File: src/rtl/imm_ext_stage_if.sv
// Handshake bundle for the immediate-extension stage: decode-side inputs,
// execute-side outputs, plus flush.
interface imm_ext_stage_if #(
  parameter int XLEN = 32
);
  logic            in_valid;
  logic            in_ready;
  logic [31:0]     instr;
  logic [2:0]      ImmSrc;
  logic [XLEN-1:0] pc_in;
  logic            flush;
  logic            out_valid;
  logic            out_ready;
  logic [XLEN-1:0] ImmOp;
  logic [XLEN-1:0] PCTarget;
  logic            imm_err;

  // Driver side: decode feeding the stage and execute consuming its output.
  modport master (
    output in_valid, instr, ImmSrc, pc_in, flush, out_ready,
    input  in_ready, out_valid, ImmOp, PCTarget, imm_err
  );

  // The stage itself.
  modport slave (
    input  in_valid, instr, ImmSrc, pc_in, flush, out_ready,
    output in_ready, out_valid, ImmOp, PCTarget, imm_err
  );
endinterface

File: src/rtl/imm_ext_stage.sv
// RISC-V immediate extension and PC-relative target, buffered in a 2-entry
// skid buffer. in_ready comes from the registered occupancy only, so an
// execute stall never reaches decode through a combinational path.
module imm_ext_stage #(
  parameter int XLEN = 32
) (
  input logic          clk,
  input logic          rst_n,
  imm_ext_stage_if.slave bus
);

  if (XLEN != 32 && XLEN != 64) begin : g_bad_xlen
    $error("imm_ext_stage: XLEN must be 32 or 64");
  end

  localparam int SH_W = (XLEN == 64) ? 6 : 5;

  typedef struct packed {
    logic            err;
    logic [XLEN-1:0] tgt;
    logic [XLEN-1:0] imm;
  } entry_t;

  logic            sgn;
  logic [31:0]     imm32;
  logic [XLEN-1:0] imm_x;
  logic            illegal;
  entry_t          new_entry;
  entry_t          head;
  entry_t          tail;
  logic [1:0]      count;
  logic            accept;
  logic            pop;

  assign sgn = bus.instr[31];

  // Decode the immediate for the selected format. Every signed format is
  // first assembled at 32 bits and then sign-extended to XLEN.
  always_comb begin
    imm32   = '0;
    imm_x   = '0;
    illegal = 1'b0;
    case (bus.ImmSrc)
      3'b000: imm32 = {{20{sgn}}, bus.instr[31:20]};
      3'b001: imm32 = {{20{sgn}}, bus.instr[31:25], bus.instr[11:7]};
      3'b010: imm32 = {{19{sgn}}, bus.instr[31], bus.instr[7],
                       bus.instr[30:25], bus.instr[11:8], 1'b0};
      3'b011: imm32 = {bus.instr[31:12], 12'b0};
      3'b100: imm32 = {{11{sgn}}, bus.instr[31], bus.instr[19:12],
                       bus.instr[20], bus.instr[30:21], 1'b0};
      default: imm32 = '0;
    endcase
    imm_x = XLEN'($signed(imm32));
    if (bus.ImmSrc == 3'b101) begin
      imm_x = XLEN'(bus.instr[20 +: SH_W]);
    end else if (bus.ImmSrc[2:1] == 2'b11) begin
      imm_x   = '0;
      illegal = 1'b1;
    end
  end

  assign new_entry.imm = imm_x;
  assign new_entry.tgt = bus.pc_in + imm_x;
  assign new_entry.err = illegal;

  assign bus.in_ready  = (count != 2'd2);
  assign bus.out_valid = (count != 2'd0);
  assign bus.ImmOp     = head.imm;
  assign bus.PCTarget  = head.tgt;
  assign bus.imm_err   = head.err;

  assign accept = bus.in_valid & bus.in_ready;
  assign pop    = bus.out_valid & bus.out_ready;

  // Occupancy: flush wins over any same-cycle accept or pop.
  always_ff @(posedge clk or negedge rst_n) begin
    if (!rst_n) begin
      count <= 2'd0;
    end else if (bus.flush) begin
      count <= 2'd0;
    end else begin
      case (count)
        2'd0:    if (accept) count <= 2'd1;
        2'd1:    if (accept && !pop) count <= 2'd2;
                 else if (!accept && pop) count <= 2'd0;
        2'd2:    if (pop) count <= 2'd1;
        default: count <= 2'd0;
      endcase
    end
  end

  // Entry storage: head drives the outputs and is left untouched when the
  // buffer empties, so the last result stays visible.
  always_ff @(posedge clk or negedge rst_n) begin
    if (!rst_n) begin
      head <= '0;
      tail <= '0;
    end else if (!bus.flush) begin
      case (count)
        2'd0: if (accept) head <= new_entry;
        2'd1: begin
          if (accept && pop) head <= new_entry;
          else if (accept)   tail <= new_entry;
        end
        2'd2: if (pop) head <= tail;
        default: ;
      endcase
    end
  end

endmodule

File: src/flat_wrapper.sv
// flat-port wrapper written by rule: the top's interface ports become plain ports
module imm_ext_stage_flat 
#(
  parameter int XLEN = 32
)
  (clk, rst_n, bus_in_valid, bus_instr, bus_ImmSrc, bus_pc_in, bus_flush, bus_out_ready, bus_in_ready, bus_out_valid, bus_ImmOp, bus_PCTarget, bus_imm_err);
  imm_ext_stage_if #(.XLEN(XLEN)) bus_i ();
  input logic clk;
  input logic rst_n;
  input wire logic [$bits(bus_i.in_valid)-1:0] bus_in_valid;
  input wire logic [$bits(bus_i.instr)-1:0] bus_instr;
  input wire logic [$bits(bus_i.ImmSrc)-1:0] bus_ImmSrc;
  input wire logic [$bits(bus_i.pc_in)-1:0] bus_pc_in;
  input wire logic [$bits(bus_i.flush)-1:0] bus_flush;
  input wire logic [$bits(bus_i.out_ready)-1:0] bus_out_ready;
  output wire logic [$bits(bus_i.in_ready)-1:0] bus_in_ready;
  output wire logic [$bits(bus_i.out_valid)-1:0] bus_out_valid;
  output wire logic [$bits(bus_i.ImmOp)-1:0] bus_ImmOp;
  output wire logic [$bits(bus_i.PCTarget)-1:0] bus_PCTarget;
  output wire logic [$bits(bus_i.imm_err)-1:0] bus_imm_err;
  assign bus_i.in_valid = bus_in_valid;
  assign bus_i.instr = bus_instr;
  assign bus_i.ImmSrc = bus_ImmSrc;
  assign bus_i.pc_in = bus_pc_in;
  assign bus_i.flush = bus_flush;
  assign bus_i.out_ready = bus_out_ready;
  assign bus_in_ready = bus_i.in_ready;
  assign bus_out_valid = bus_i.out_valid;
  assign bus_ImmOp = bus_i.ImmOp;
  assign bus_PCTarget = bus_i.PCTarget;
  assign bus_imm_err = bus_i.imm_err;
  imm_ext_stage #(.XLEN(XLEN)) u_core (.clk(clk), .rst_n(rst_n), .bus(bus_i));
endmodule
File: config.mk
export PLATFORM = sky130hd
export DESIGN_NAME = imm_ext_stage_flat
export DESIGN_NICKNAME = d
export VERILOG_FILES = /design/src/rtl/imm_ext_stage_if.sv /design/src/rtl/imm_ext_stage.sv /design/src/flat_wrapper.sv
export SDC_FILE = /design/constraint.sdc
export NUM_CORES = 1
export LEC_CHECK = 0
export CAP_MARGIN = 20
export CORE_MARGIN = 8
export CORE_UTILIZATION = 59
export CTS_BUF_LIST = sky130_fd_sc_hd__clkbuf_8
export DETAILED_ROUTE_END_ITERATION = 7
export PLACE_DENSITY = 0.88
export SETUP_SLACK_MARGIN = 0.4
export SYNTH_ARGS = -nofsm -noshare
export SYNTH_HDL_FRONTEND = slang
export SYNTH_SLANG_ARGS = --single-unit
File: constraint.sdc
create_clock -name clk -period 4.7 [get_ports clk]
set_input_delay 0.47 -clock clk [delete_from_list [all_inputs] [get_ports clk]]
set_output_delay 0.47 -clock clk [all_outputs]
set_load 0.01 [all_outputs]
==> impl_metrics.toml <==
[logic_synthesis]
syn_inst = 950
synth.largest_area_cell = "dfrtp_1"
netlist_area_um2 = 7810
synthArstFlopShare_pct = 100
ys_ff_latch = 132
yosysTopAreaCellShare_pct = 42.3
ys_seq_area_share_pct = 42.3
synth_flop_cell = "dfrtp_1"
syn_area_per_cell_um2 = 8.22
synth_edf_count = 0
ys_warn_count = 0
yosysUniqueCellTypes = 59
synthTopCellsByArea = "dfrtp_1, nand2_1, a21oi_1"
syn-num-nets = 1056

[place]
dp_slack_ns = 0.353
io_buffers = 131
place.gp.congestion = 0.956
dp.final_hpwl_mm = 16.3

[timing]
fin_crit_sh_pct = 85.0
finalSetupTns_ns = 0
worst_slack_ns = 0.707
max_freq_mhz = 250
finalCriticalPeriod_ns = 3.99
holdWs_ns = 0.0917
fin_skew_ns = 0.0110
slew_viol_final = 0
hold_viol = 0
tightest_slew_ns = 1.04
maxSlewHeadroom_pct = 30.6
rsz0062_at_grt = "no"
setup_viol_count_final = 0

[routing]
drcViolationCount = 0
first_iter_violations = 836
vias_per_cell = 6.01
vias = 7436
wirelength_mm = 22.5
drt.antenna.violating_nets = 0
wl_per_cell_um = 18.2
dr.pass1.iters = 6

[power_and_ir_drop]
ir_drop_v = 0.000201
pwr_density_cell_nw_per_um2 = 411
fin_total_pwr_uw = 3960
p_leak_uw = 0.00438

[floorplanning]
start_util_pct = 59.7
io_pins = 139
die_w_um = 131
row_count = 42
die_h_um = 131
core_um2 = 13100
die_area_um2 = 17200

[critical_path]
cp_top_family = "compound AO/OA/AOI/OAI gates"
cp-end-kind = "register"
slowest_stage = "clkdlybuf4s50_1"
worstPathRequired_ns = 5.10
crit_path_start_kind = "input port"
path_buf_inv = 3
arrival_ns = 4.39
path_max_fanout = 17
cp_common_cell = "o211ai_1"
path_class = "input port to register"
worstPathCellList = "clkdlybuf4s50_1 -> buf_4 -> nor2b_1 -> mux2i_1 -> o22a_1 -> inv_1 -> ha_1 -> o211ai_1 -> o211ai_1 -> and4_1 -> o21ai_1 -> o221ai_1 -> xor2_1 -> o221a_1"
max_stage_delay_ns = 0.84

[clock_tree]
numCtsBuffers = 17
clk_latency_ns = 0.46
cts_tree = "built"
htreeDepth = 4
cts_root_buf = "clkbuf_8"
clockBufferDepth = 2
post-cts-setup-buffers = 0
cts.sinks = 132
path_clk_slew_ns = 0.08

[global_routing]
antenna_found_initial = 0
gr-total-overflow = 0
grt.total_usage_pct = 27.1
grt_pass1_vias = 7109
grt_pass1_wl_mm = 35.9
grt_max_degree = 117

[run_status]
status = "finished clean"

[cells_and_area]
fill_cells = 970
drive_above_1_share_pct = 5.75
nets = 1155
layout.area.seq_um2 = 3300
area_growth_syn_to_layout_pct = 23.4
antennaDiodeCount = 0
multi_input_area_um2 = 4130

[run]
drv_cap = 0

[min_path]
hold_path.class = "input port to asynchronous set/reset pin"
area by class of cell:
| type | count | share of cell area [%] |
|---|---|---|
| multi-input cells | 716 | 42.9 |
| flip-flops and latches | 132 | 34.3 |
| repair buffers | 141 | 14.6 |
| clock buffers | 21 | 3.00 |
| well taps | 176 | 2.29 |
| inverters | 41 | 1.60 |
| clock inverters | 10 | 1.36 |
repair_timing:
action                                  in CTS  in global routing
hold buffers                                 0                  0
gates resized for setup                      0                  1
endpoints found under the setup margin       0                  3
kinds of logic (layout without fill, tap and decap cells):
| kind of cell | after synthesis | count (layout) | share of synthesized area [%] |
|---|---|---|---|
| simple gates | 314 | 314 | 17.2 |
| buf+inv | 102 | 213 | 5.10 |
| compound gates | 316 | 316 | 23.5 |
| mux | 22 | 22 | 3.04 |
| flops | 132 | 132 | 42.3 |
| fa+ha+maj | 34 | 34 | 5.54 |
| xor+xnor | 30 | 30 | 3.36 |
power by group:
group | internal (µW) | switching [µW] | total, µW | leakage (µW)
clock network | 573 | 448 | 1020 | 0.000216
logic | 616 | 675 | 1290 | 0.00251
registers | 1460 | 187 | 1650 | 0.00166
total | 2650 | 1310 | 3960 | 0.00438
metrics by stage:
stage / util [%] / cell area, µm² / cells
2_1_floorplan: - / 7810 / 950
6_report: 73.6 / 9640 / 1237
3_3_place_gp: 70.4 / 9210 / 1206
5_1_grt: 73.6 / 9640 / 1237
3_5_place_dp: 70.4 / 9210 / 1206
4_1_cts: 73.6 / 9630 / 1237
layer usage:
layer | vias to the layer above | part of all wire, % | track usage [%]
li1 | 3499 | - | -
met1 | 3522 | 41 | 34.6
met2 | 351 | 47 | 43.5
met3 | 64 | 8.0 | 5.32
met4 | 0 | 3.9 | 12.6
met5 | - | 0 | 0
sequential cells by signal, indices dropped and copies added (netlist names):
name and count:
u_core.bus.PCTarget 32, u_core.tail 65, u_core.bus.imm_err 1, u_core.bus.ImmOp 32
u_core.count 2
Yosys cell counts, types with 2 or more instances:
master and n:
a21boi_1 3, inv_1 41, a31oi_1 11, ha_1 33
a21oi_1 110, nor2b_1 9, and2_1 6, o22ai_1 6
o21bai_1 4, o21ai_0 96, a22oi_1 4, buf_1 2
o221a_1 3, o21a_1 7, xnor2_1 17, o22a_1 4
mux2_2 13, xor2_1 13, a211oi_1 8, clkbuf_1 52
nand2b_1 2, o31ai_1 3, nand3_1 15, nor3_1 7
o211ai_1 13, o211a_1 2, nor2_1 76, and3_1 10
a41oi_1 2, nand4_1 5, a21o_1 12, dfrtp_1 132
o21ai_1 18, or3_1 6, buf_2 6, nand2_1 169
mux2i_1 8
final timing paths:
| check | from | end | slack (ns) | cells past startpoint |
|---|---|---|---|---|
| max | bus_ImmSrc[2] | u_core.bus.PCTarget[17] | 0.71 | 14 |
| min reg2reg | u_core.bus.ImmOp[2] | u_core.bus.ImmOp[2] | 0.48 | 2 |
| min in group clk | u_core.bus.ImmOp[2] | u_core.bus.ImmOp[2] | 0.48 | 2 |
| min | rst_n | u_core.tail[14] | 0.09 | 1 |
| max in group asynchronous | rst_n | u_core.count[1] | 3.75 | 2 |
| max reg2reg | u_core.count[0] | u_core.bus.PCTarget[21] | 1.57 | 7 |
layout by cell type (no fill, tap or decap), drive strengths merged, types with 9 or more instances in the layout:
cell type	count
nand2	169
dfrtp	132
clkdlybuf4s50	130
o21ai	115
a21oi	110
nor2	76
inv	43
ha	33
clkbuf	21
xnor2	17
nand3	15
mux2	14
o211ai	13
xor2	13
a21o	12
a31oi	11
buf	11
and3	10
nor2b	9
Power figures use the tool's default switching activity.
